==> src/rtl/instr_fetch_unit.sv <==
// instr_fetch_unit: instruction fetch and PC sequencing for the MIPS core.
// Fetches one word at a time over a req/rdy handshake. It holds that word,
// with its OPCode and Funct fields, until the core retires it. It then picks
// the next PC from the Jump and PCSrc inputs.
// Optional feature: define IMEM_TIMEOUT_EN to bound the FETCH wait to
// TIMEOUT_CYCLES cycles. On expiry the block parks in a sticky ERROR state.
module instr_fetch_unit #(
  parameter logic [31:0] RESET_PC       = 32'h0000_0000,
  parameter int          TIMEOUT_CYCLES = 16
) (
  input  logic        clk,
  input  logic        reset,
  output logic        imem_req,
  output logic [31:0] imem_addr,
  input  logic        imem_rdy,
  input  logic [31:0] imem_rdata,
  input  logic        core_ready,
  input  logic        PCSrc,
  input  logic        Jump,
  output logic [31:0] instr,
  output logic        instr_valid,
  output logic [5:0]  OPCode,
  output logic [5:0]  Funct,
  output logic [31:0] pc,
  output logic [31:0] pc_plus4,
  output logic        fetch_err
);

`ifdef IMEM_TIMEOUT_EN
  typedef enum logic [1:0] {IDLE, FETCH, HOLD, ERROR} state_t;
`else
  typedef enum logic [1:0] {IDLE, FETCH, HOLD} state_t;
`endif

  // The low PC bits are forced to zero so that pc stays word aligned.
  localparam logic [31:0] RESET_PC_ALIGNED = {RESET_PC[31:2], 2'b00};

  state_t      state, state_next;
  logic [31:0] next_pc;
  logic [31:0] branch_off;
  logic        capture;
  logic        advance;
  logic        timeout_hit;

  assign capture = (state == FETCH) && imem_rdy;
  assign advance = (state == HOLD) && core_ready;

`ifdef IMEM_TIMEOUT_EN
  localparam int CW = $clog2(TIMEOUT_CYCLES + 1);
  logic [CW-1:0] wait_cnt;

  // This is the last FETCH cycle without rdy. If rdy arrives in this same
  // cycle, the capture wins.
  assign timeout_hit = (state == FETCH) && !imem_rdy && (wait_cnt == CW'(TIMEOUT_CYCLES - 1));

  // Wait counter: held at zero outside FETCH, so it starts from zero on every
  // entry, and counts FETCH cycles that see no rdy.
  always_ff @(posedge clk or posedge reset) begin
    if (reset)                wait_cnt <= '0;
    else if (state != FETCH)  wait_cnt <= '0;
    else if (!imem_rdy)       wait_cnt <= wait_cnt + 1'b1;
  end

  // Sticky timeout flag; only reset clears it.
  always_ff @(posedge clk or posedge reset) begin
    if (reset)            fetch_err <= 1'b0;
    else if (timeout_hit) fetch_err <= 1'b1;
  end
`else
  localparam int unused_timeout_cycles = TIMEOUT_CYCLES;
  assign timeout_hit = 1'b0;
  assign fetch_err   = 1'b0;
`endif

  // State register.
  always_ff @(posedge clk or posedge reset) begin
    // NOTE: sequential state uses non-blocking assignments so that every
    // register samples pre-edge values, whatever order the blocks run in.
    if (reset) state <= IDLE;
    else       state <= state_next;
  end

  // Next-state logic. Reset aborts any request in flight by forcing IDLE.
  always_comb begin
    // NOTE: the default comes first so that every path assigns state_next;
    // without it, a missed branch would infer a latch.
    state_next = state;
    case (state)
      IDLE:  state_next = FETCH;
      FETCH: begin
        if (imem_rdy)         state_next = HOLD;
        else if (timeout_hit) state_next = state_t'(2'd3);
      end
      HOLD:  if (core_ready) state_next = FETCH;
      default: state_next = state;
    endcase
  end

  // PC candidates. The arithmetic wraps modulo 2^32. Jump takes priority
  // over a branch.
  assign pc_plus4   = pc + 32'd4;
  assign branch_off = {{14{instr[15]}}, instr[15:0], 2'b00};

  // Next-PC selection from the held instruction and the decoder outputs.
  always_comb begin
    next_pc = pc_plus4;
    if (Jump)       next_pc = {pc_plus4[31:28], instr[25:0], 2'b00};
    else if (PCSrc) next_pc = pc_plus4 + branch_off;
  end

  // Instruction capture in FETCH and PC update when HOLD retires.
  always_ff @(posedge clk or posedge reset) begin
    if (reset) begin
      pc    <= RESET_PC_ALIGNED;
      instr <= '0;
    end else begin
      if (capture) instr <= imem_rdata;
      if (advance) pc    <= next_pc;
    end
  end

  assign imem_req    = (state == FETCH);
  assign imem_addr   = pc;
  assign instr_valid = (state == HOLD);
  assign OPCode      = instr[31:26];
  assign Funct       = instr[5:0];

endmodule

==> config.mk <==
export PLATFORM = sky130hd
export DESIGN_NAME = instr_fetch_unit
export DESIGN_NICKNAME = d
export VERILOG_FILES = /design/src/rtl/instr_fetch_unit.sv
export SDC_FILE = /design/constraint.sdc
export NUM_CORES = 1
export LEC_CHECK = 0
export BUFFER_PORTS_ARGS = -buffer_cell sky130_fd_sc_hd__buf_2
export CAP_MARGIN = 20
export CELL_PAD_IN_SITES_DETAIL_PLACEMENT = 2
export CELL_PAD_IN_SITES_GLOBAL_PLACEMENT = 2
export CORE_ASPECT_RATIO = 0.9
export CORE_MARGIN = 2
export CORE_UTILIZATION = 32
export CTS_CLUSTER_DIAMETER = 120
export DETAILED_ROUTE_END_ITERATION = 7
export GPL_ROUTABILITY_DRIVEN = 0
export PLACE_DENSITY = 0.88
export SYNTH_ARGS = -nofsm -noshare
export SYNTH_HDL_FRONTEND = slang
export SYNTH_SLANG_ARGS = --single-unit
==> constraint.sdc <==
create_clock -name clk -period 10.4 [get_ports clk]
set_clock_uncertainty 0.1 [all_clocks]
set_input_delay 0.52 -clock clk [delete_from_list [all_inputs] [get_ports clk]]
set_output_delay 0.52 -clock clk [all_outputs]
set_load 0.1 [all_outputs]
==> results of run 1 <==
## registers in the layout (all words and copies together) (netlist names)
| register | cells |
|---|---|
| instr | 32 |
| imem_addr | 30 |
| state | 2 |
## area by class of cell
| class | instances | area, um2 |
|---|---|---|
| clock inverters | 5 | 105 |
| repair buffers | 178 | 903 |
| well taps | 207 | 259 |
| multi-input cells | 468 | 3250 |
| clock buffers | 10 | 239 |
| fillers | 1805 | 9820 |
| inverters | 18 | 67.6 |
| flip-flops and latches | 64 | 1600 |
## logic make-up after synthesis
kind of cell	count (synthesis)
compound gates	164
xor+xnor	54
fa+ha+maj	37
buf+inv	90
flops	64
mux	37
other cells	1
simple gates	169
## worst reg2reg max path: stages (launching register included)
cell and delay [ps]:
sky130_fd_sc_hd__dfrtp_1 480, sky130_fd_sc_hd__ha_1 320, sky130_fd_sc_hd__nand4_1 240, sky130_fd_sc_hd__nor2_1 470
sky130_fd_sc_hd__and3_1 280, sky130_fd_sc_hd__nand4_1 120, sky130_fd_sc_hd__xnor2_1 450, sky130_fd_sc_hd__ha_1 420
sky130_fd_sc_hd__a21oi_1 200, sky130_fd_sc_hd__nor2_1 60, sky130_fd_sc_hd__a211oi_1 470, sky130_fd_sc_hd__nand2_1 130
sky130_fd_sc_hd__o21ai_0 440, sky130_fd_sc_hd__o21ai_0 240, sky130_fd_sc_hd__a31oi_1 280, sky130_fd_sc_hd__xor2_1 210
sky130_fd_sc_hd__o21ai_0 100
## placed cells by master, fill, tap and decap left out, drive strengths merged, types with 5 or more instances in the layout
| cell | synthesis | layout |
|---|---|---|
| a221oi | 7 | 7 |
| and3 | 16 | 16 |
| a211oi | 9 | 9 |
| nand3 | 15 | 15 |
| a21o | 15 | 15 |
| o22ai | 5 | 5 |
| xor2 | 18 | 18 |
| mux2 | 33 | 33 |
| o211ai | 6 | 6 |
| o21ai | 44 | 44 |
| nand2 | 66 | 66 |
| inv | 17 | 17 |
| a21oi | 41 | 41 |
| conb | 1 | 7 |
| ha | 36 | 36 |
| dfrtp | 64 | 64 |
| buf | 55 | 178 |
| a31oi | 6 | 6 |
| o21bai | 7 | 7 |
| clkbuf | 17 | 10 |
| nand4 | 12 | 12 |
| xnor2 | 36 | 36 |
| nor3 | 5 | 5 |
| nor2 | 39 | 39 |
## how the worst max path moves through the flow
stage,end,slack [ps],depth (start not counted)
after CTS,imem_addr[29],5370,16
after global routing,imem_addr[29],5040,16
after detailed placement,imem_addr[29],5450,16
after global placement,imem_addr[30],5970,16
final,imem_addr[29],5270,16
after floorplan,imem_addr[29],4290,18
## stage by stage
| stage | setup WS (ps) | hold slack (ps) | instance area (um2) | instances | utilization [%] |
|---|---|---|---|---|---|
| floorplan | 4290 | 399 | 5370 | 622 | - |
| global placement | 5970 | 403 | 6080 | 935 | 37.4 |
| detailed placement | 5450 | 422 | 6080 | 935 | 37.4 |
| CTS | 5370 | 293 | 6420 | 950 | 39.5 |
| global route | 5040 | 297 | 6420 | 950 | 39.5 |
| finish | 5270 | 291 | 6420 | 950 | 39.5 |
## routing by layer
layer | up-vias | part of all wire [%]
li1 | 2405 | -
met1 | 2747 | 40
met2 | 220 | 50
met3 | 67 | 5.6
met4 | 0 | 4.5
met5 | - | 0
==> load_flow_metrics.sql, run 1 <==
INSERT INTO impl_metrics (metric_group, metric, value, unit) VALUES
('cts', 'cts_htree_levels', '3', ''),
('critical_path', 'critical_path.max_fanout', '6', ''),
('global_routing', 'grt_util_overall', '25.9', '%'),
('sta', 'timing_hold_violations_final', '0', ''),
('route', 'routed_via_density', '5.73', ''),
('route', 'number_of_nets_still_failing_antenna_checks_after_routing', '0', ''),
('sta', 'setup-violations-final', '0', ''),
('floorplanning', 'die_w', '140', 'um'),
('global_routing', 'grtUsageMet2', '44.9', '%'),
('synthesis', 'avg_inst_size_synth', '8.69', 'um2'),
('sta', 'clock.fmax', '195', 'MHz'),
('route', 'vias', '5439', ''),
('cts', 'clockRootBuffer', 'sky130_fd_sc_hd__clkbuf_16', ''),
('critical_path', 'slack_of_the_worst_reg_to_reg_path', '5270', 'ps'),
('synthesis', 'synth.cells.most_frequent', 'sky130_fd_sc_hd__nand2_1 (66), sky130_fd_sc_hd__dfrtp_1 (64), sky130_fd_sc_hd__buf_4 (49)', ''),
('synthesis', 'post_synth_fa_ha_maj_area_fraction', '8.79', '%'),
('critical_path', 'crit_start', 'imem_addr[2]', ''),
('sta', 'slew_violations', '0', ''),
('critical_path', 'slowest_stage', 'sky130_fd_sc_hd__dfrtp_1', ''),
('global_routing', 'grt_max_usage_layer', 'met2', ''),
('layout', 'antenna_cells_inserted', '0', ''),
('synthesis', 'dominant_cell_by_count_in_the_synthesized_netlist', 'sky130_fd_sc_hd__nand2_1', ''),
('sta', 'tns', '0', 'ps'),
('cts', 'cts.repair_timing.setup_buffer_count', '0', ''),
('critical_path', 'r2r_end', 'imem_addr[29]', ''),
('hold_path', 'hold_path_depth', '2', ''),
('route', 'remaining_drc_errors', '0', ''),
('layout', 'number_of_nets_at_the_end_of_the_flow', '814', ''),
('route', 'wire_per_inst', '24.4', 'um'),
('synthesis', 'synth_compound_area_share', '20.2', '%'),
('cts', 'cts.clk_slew.worst_paths', '60', 'ps'),
('critical_path', 'worst-endpoint-required', '10520', 'ps'),
('synthesis', 'yosysUniqueCellTypes', '56', ''),
('critical_path', 'r2r-start', 'imem_addr[2]', ''),
('synthesis', 'area_of_the_mapped_netlist', '5350', 'um2'),
('cts', 'max-clock-path-buffers', '2', ''),
('critical_path', 'r2r.worst_path.cells', '16', ''),
('place', 'port-buffer-count', '173', ''),
('synthesis', 'basic_gate_share_of_the_synthesized_area_counting_and_or_nand_and_nor_cells', '14.6', '%'),
('sta', 'rsz0062_at_grt', 'no', ''),
('floorplanning', 'die_area', '17800', 'um2'),
('global_routing', 'first_pass_grt_wire_length', '35600', 'um'),
('critical_path', 'cpLargestDelayFamily', 'compound AO/OA/AOI/OAI gates', ''),
('sta', 'worst_pin_slew', '1030', 'ps'),
('synthesis', 'synth.ff_latch_count', '64', ''),
('global_routing', 'via_count_of_the_first_global_routing_pass', '6166', ''),
('critical_path', 'cp_num_buf_inv', '0', ''),
('synthesis', 'synthesis.instances', '616', ''),
('critical_path', 'worstPathArrival', '5250', 'ps'),
('sta', 'slew-limit-headroom', '31.1', '%'),
('global_routing', 'grt_antenna_before_repair', '0', ''),
('synthesis', 'synth_top_area_share', '29.9', '%'),
('layout', 'layout-area-overhead-vs-synth', '20.0', '%'),
('cts', 'cts_hold_buf', '0', ''),
('route', 'drtIter0Drc', '288', ''),
('sta', 'post-route-min-period', '5130', 'ps'),
('cts', 'cts_made_buffers', '9', ''),
('synthesis', 'edff_count_synth', '0', ''),
('floorplanning', 'core_area', '16200', 'um2'),
('critical_path', 'timing.critical_path.from_type', 'register', ''),
('critical_path', 'worstSetupEndpointType', 'register', ''),
('synthesis', 'seq_area_frac_synth', '29.9', '%'),
('global_routing', 'grt_max_degree', '65', ''),
('critical_path', 'startpoint_to_endpoint_class_of_the_critical_path', 'register to register', ''),
('route', 'total_routed_length', '23200', 'um'),
('synthesis', 'synthesis.yosys.warnings', '0', ''),
('route', 'detailedRoute.firstPassIterationCount', '4', ''),
('status', 'run_status', 'completed', ''),
('synthesis', 'synth_top_area_cell', 'sky130_fd_sc_hd__dfrtp_1', ''),
('critical_path', 'worst_path_largest_cell_delay', '480', 'ps'),
('global_routing', 'grt_overflow', '0', '');
Power of run 1 is not shown: default switching activity piles up to over one toggle a cycle in this logic, so the estimate is an artifact.
==> run 2: changes to the inputs <==
CORE_UTILIZATION = 27   (was 32)
PLACE_DENSITY = 0.8   (was 0.88)
clock period = 4.7 ns   (was 10.4 ns; I/O delays follow)
==> run 2 against run 1 <==
Net effect: non-clock buffer count increased by 1; clock-buffer cell count rose by 4; sequential share of layout area is 1.5 points lower; worst setup slack got worse by 4900 ps; global-route usage fell by 5.8 points; via count decreased by 4.1%; largest cell class unchanged; final area grew 7.4%; maximum frequency is 18% higher.
==> load_flow_metrics.sql, run 2 (synthesis gave the netlist of run 1 again) <==
INSERT INTO impl_metrics (metric_group, metric, value, unit) VALUES
('status', 'run_status', 'completed', ''),
('layout', 'layout-area-overhead-vs-synth', '28.9', '%'),
('cts', 'tritoncts_num_sinks', '64', ''),
('critical_path', 'startpoint_to_endpoint_class_of_the_critical_path', 'register to register', ''),
('floorplanning', 'ioPinCount', '181', ''),
('layout', 'largest-register', 'instr', ''),
('global_routing', 'first_pass_grt_wire_length', '32600', 'um'),
('floorplanning', 'core_area', '19300', 'um2'),
('place', 'dp_hpwl', '15700', 'um'),
('layout', 'number_of_flip_flops_in_the_largest_register', '32', ''),
('layout', 'final_common_cell', 'sky130_fd_sc_hd__buf_2', ''),
('critical_path', 'worst-endpoint-required', '4870', 'ps'),
('sta', 'clock.fmax', '229', 'MHz'),
('global_routing', 'grt_antenna_before_repair', '1', ''),
('sta', 'timing_hold_violations_final', '0', ''),
('floorplanning', 'die_area', '21000', 'um2'),
('floorplanning', 'die_height', '138', 'um'),
('route', 'total_routed_length', '20600', 'um'),
('route', 'number_of_nets_still_failing_antenna_checks_after_routing', '0', ''),
('global_routing', 'grt_util_overall', '20.1', '%'),
('cts', 'cts_tree', 'done', ''),
('cts', 'cts_htree_levels', '3', ''),
('global_routing', 'via_count_of_the_first_global_routing_pass', '5545', ''),
('critical_path', 'cp_cell_sequence', 'ha_1 > nand4_1 > nor2_2 > nand3_1 > nor2_2 > nand2_1 > xnor2_4 > ha_1 > inv_1 > or4_1 > a31oi_1 > o22ai_1 > o21ai_0 > xor2_1 > nand2_1 > a31oi_1', ''),
('critical_path', 'slowest_stage', 'sky130_fd_sc_hd__or4_1', ''),
('sta', 'slew_violations', '0', ''),
('floorplanning', 'fp-row-count', '48', ''),
('route', 'wire_per_inst', '20.7', 'um'),
('place', 'port-buffer-count', '173', ''),
('place', 'detailedPlace.worstSlack', '237', 'ps'),
('sta', 'worst_pin_slew', '1040', 'ps'),
('critical_path', 'worstPathArrival', '4530', 'ps'),
('route', 'detailedRoute.firstPassIterationCount', '5', ''),
('sta', 'hold_ws', '11.5', 'ps'),
('cts', 'max-clock-path-buffers', '2', ''),
('layout', 'number_of_nets_at_the_end_of_the_flow', '815', ''),
('global_routing', 'grt_max_degree', '48', ''),
('cts', 'cts_made_buffers', '9', ''),
('flow_run', 'max-cap-violations', '0', ''),
('route', 'drtIter0Drc', '242', ''),
('layout', 'finalCoreUtilization', '35.8', '%'),
('critical_path', 'worstSetupEndpointType', 'register', ''),
('critical_path', 'critical_path.max_fanout', '8', ''),
('sta', 'rsz0062_at_grt', 'no', ''),
('layout', 'drive_gt1_share', '37.2', '%'),
('sta', 'post-route-worst-setup-slack', '341', 'ps'),
('cts', 'clk-insertion-delay-late', '360', 'ps'),
('sta', 'slew-limit-headroom', '30.7', '%'),
('route', 'routed_via_density', '5.24', ''),
('global_routing', 'grt_overflow', '0', ''),
('sta', 'final.period_utilization', '92.8', '%'),
('route', 'remaining_drc_errors', '0', ''),
('route', 'vias', '5217', ''),
('sta', 'post-route-min-period', '4360', 'ps'),
('layout', 'final_cell_mix', 'sky130_fd_sc_hd__buf_2 (173), sky130_fd_sc_hd__nand2_1 (65), sky130_fd_sc_hd__dfrtp_1 (52), sky130_fd_sc_hd__a21oi_1 (41), sky130_fd_sc_hd__o21ai_0 (41)', ''),
('sta', 'setup-violations-final', '0', ''),
('floorplanning', 'initial_core_util', '27.8', '%'),
('cts', 'clockRootBuffer', 'sky130_fd_sc_hd__clkbuf_16', ''),
('floorplanning', 'die_w', '152', 'um'),
('sta', 'tns', '0', 'ps'),
('critical_path', 'timing.critical_path.from_type', 'register', ''),
('critical_path', 'worst_path_largest_cell_delay', '530', 'ps'),
('hold_path', 'hold_path_class', 'input port to register', ''),
('cts', 'cts.clk_slew.worst_paths', '60', 'ps');
run 2: cell types whose count changed in the layout (fill, tap and decap cells not counted), moves of 4 or more:
cell                      change
sky130_fd_sc_hd__xor2_1       -9
sky130_fd_sc_hd__xor2_4       +4
sky130_fd_sc_hd__xnor2_1     -18
sky130_fd_sc_hd__xnor2_2      +4
sky130_fd_sc_hd__dfrtp_2     +12
sky130_fd_sc_hd__dfrtp_1     -12
sky130_fd_sc_hd__xor2_2       +5
sky130_fd_sc_hd__xnor2_4     +14
run 2: path summary, 6_finish.rpt:
path	from	to	slack [ps]	depth (start not counted)
max	imem_addr[2]	imem_addr[30]	340	16
min	imem_rdata[21]	instr[21]	10	2
max reg2reg	imem_addr[2]	imem_addr[30]	340	16
min reg2reg	instr[26]	instr[26]	430	1
max in group asynchronous	reset	imem_addr[13]	3100	4
min in group asynchronous	reset	instr[27]	330	3
run 2: stage by stage:
stage | cells | area, um2
3_5_place_dp | 978 | 6570
5_1_grt | 995 | 6890
4_1_cts | 995 | 6880
6_report | 996 | 6900
2_1_floorplan | 622 | 5810
3_3_place_gp | 978 | 6570
run 2: cell type report:
| class | count | area, um2 |
|---|---|---|
| fill | 2180 | 12400 |
| multi-input combinational | 468 | 3680 |
| sequential | 64 | 1620 |
| timing repair buffer | 179 | 913 |
| tap | 250 | 313 |
| clock buffer | 14 | 264 |
| inverter | 18 | 67.6 |
| clock inverter | 2 | 37.5 |
| antenna | 1 | 2.50 |
run 2: critical path: cells and delay by family, from the launching register on:
kind                     cells  cell delay (ps)
AND/OR/NAND/NOR              7             1690
AO/OA/AOI/OAI                4              840
adder cells (fa/ha/maj)      2              770
flip-flops                   1              410
XOR/XNOR                     2              360
buffers and inverters        1               90
run 2: routing by layer:
metal,part of all wire (%),track usage [%],up-vias
met1,46,26.8,2666
met3,3.7,3.08,19
met5,0,0,-
met4,1.7,6.65,0
met2,49,33.5,117
li1,-,-,2415
run 2: timing repair:
item | CTS | global route
hold buffers | 1 | 0
setup endpoints to repair | 0 | 7
endpoints found under the hold margin | 17 | 0
gates resized for setup | 0 | 4
setup buffers | 0 | 0
Power of run 2 is left out for the same reason.
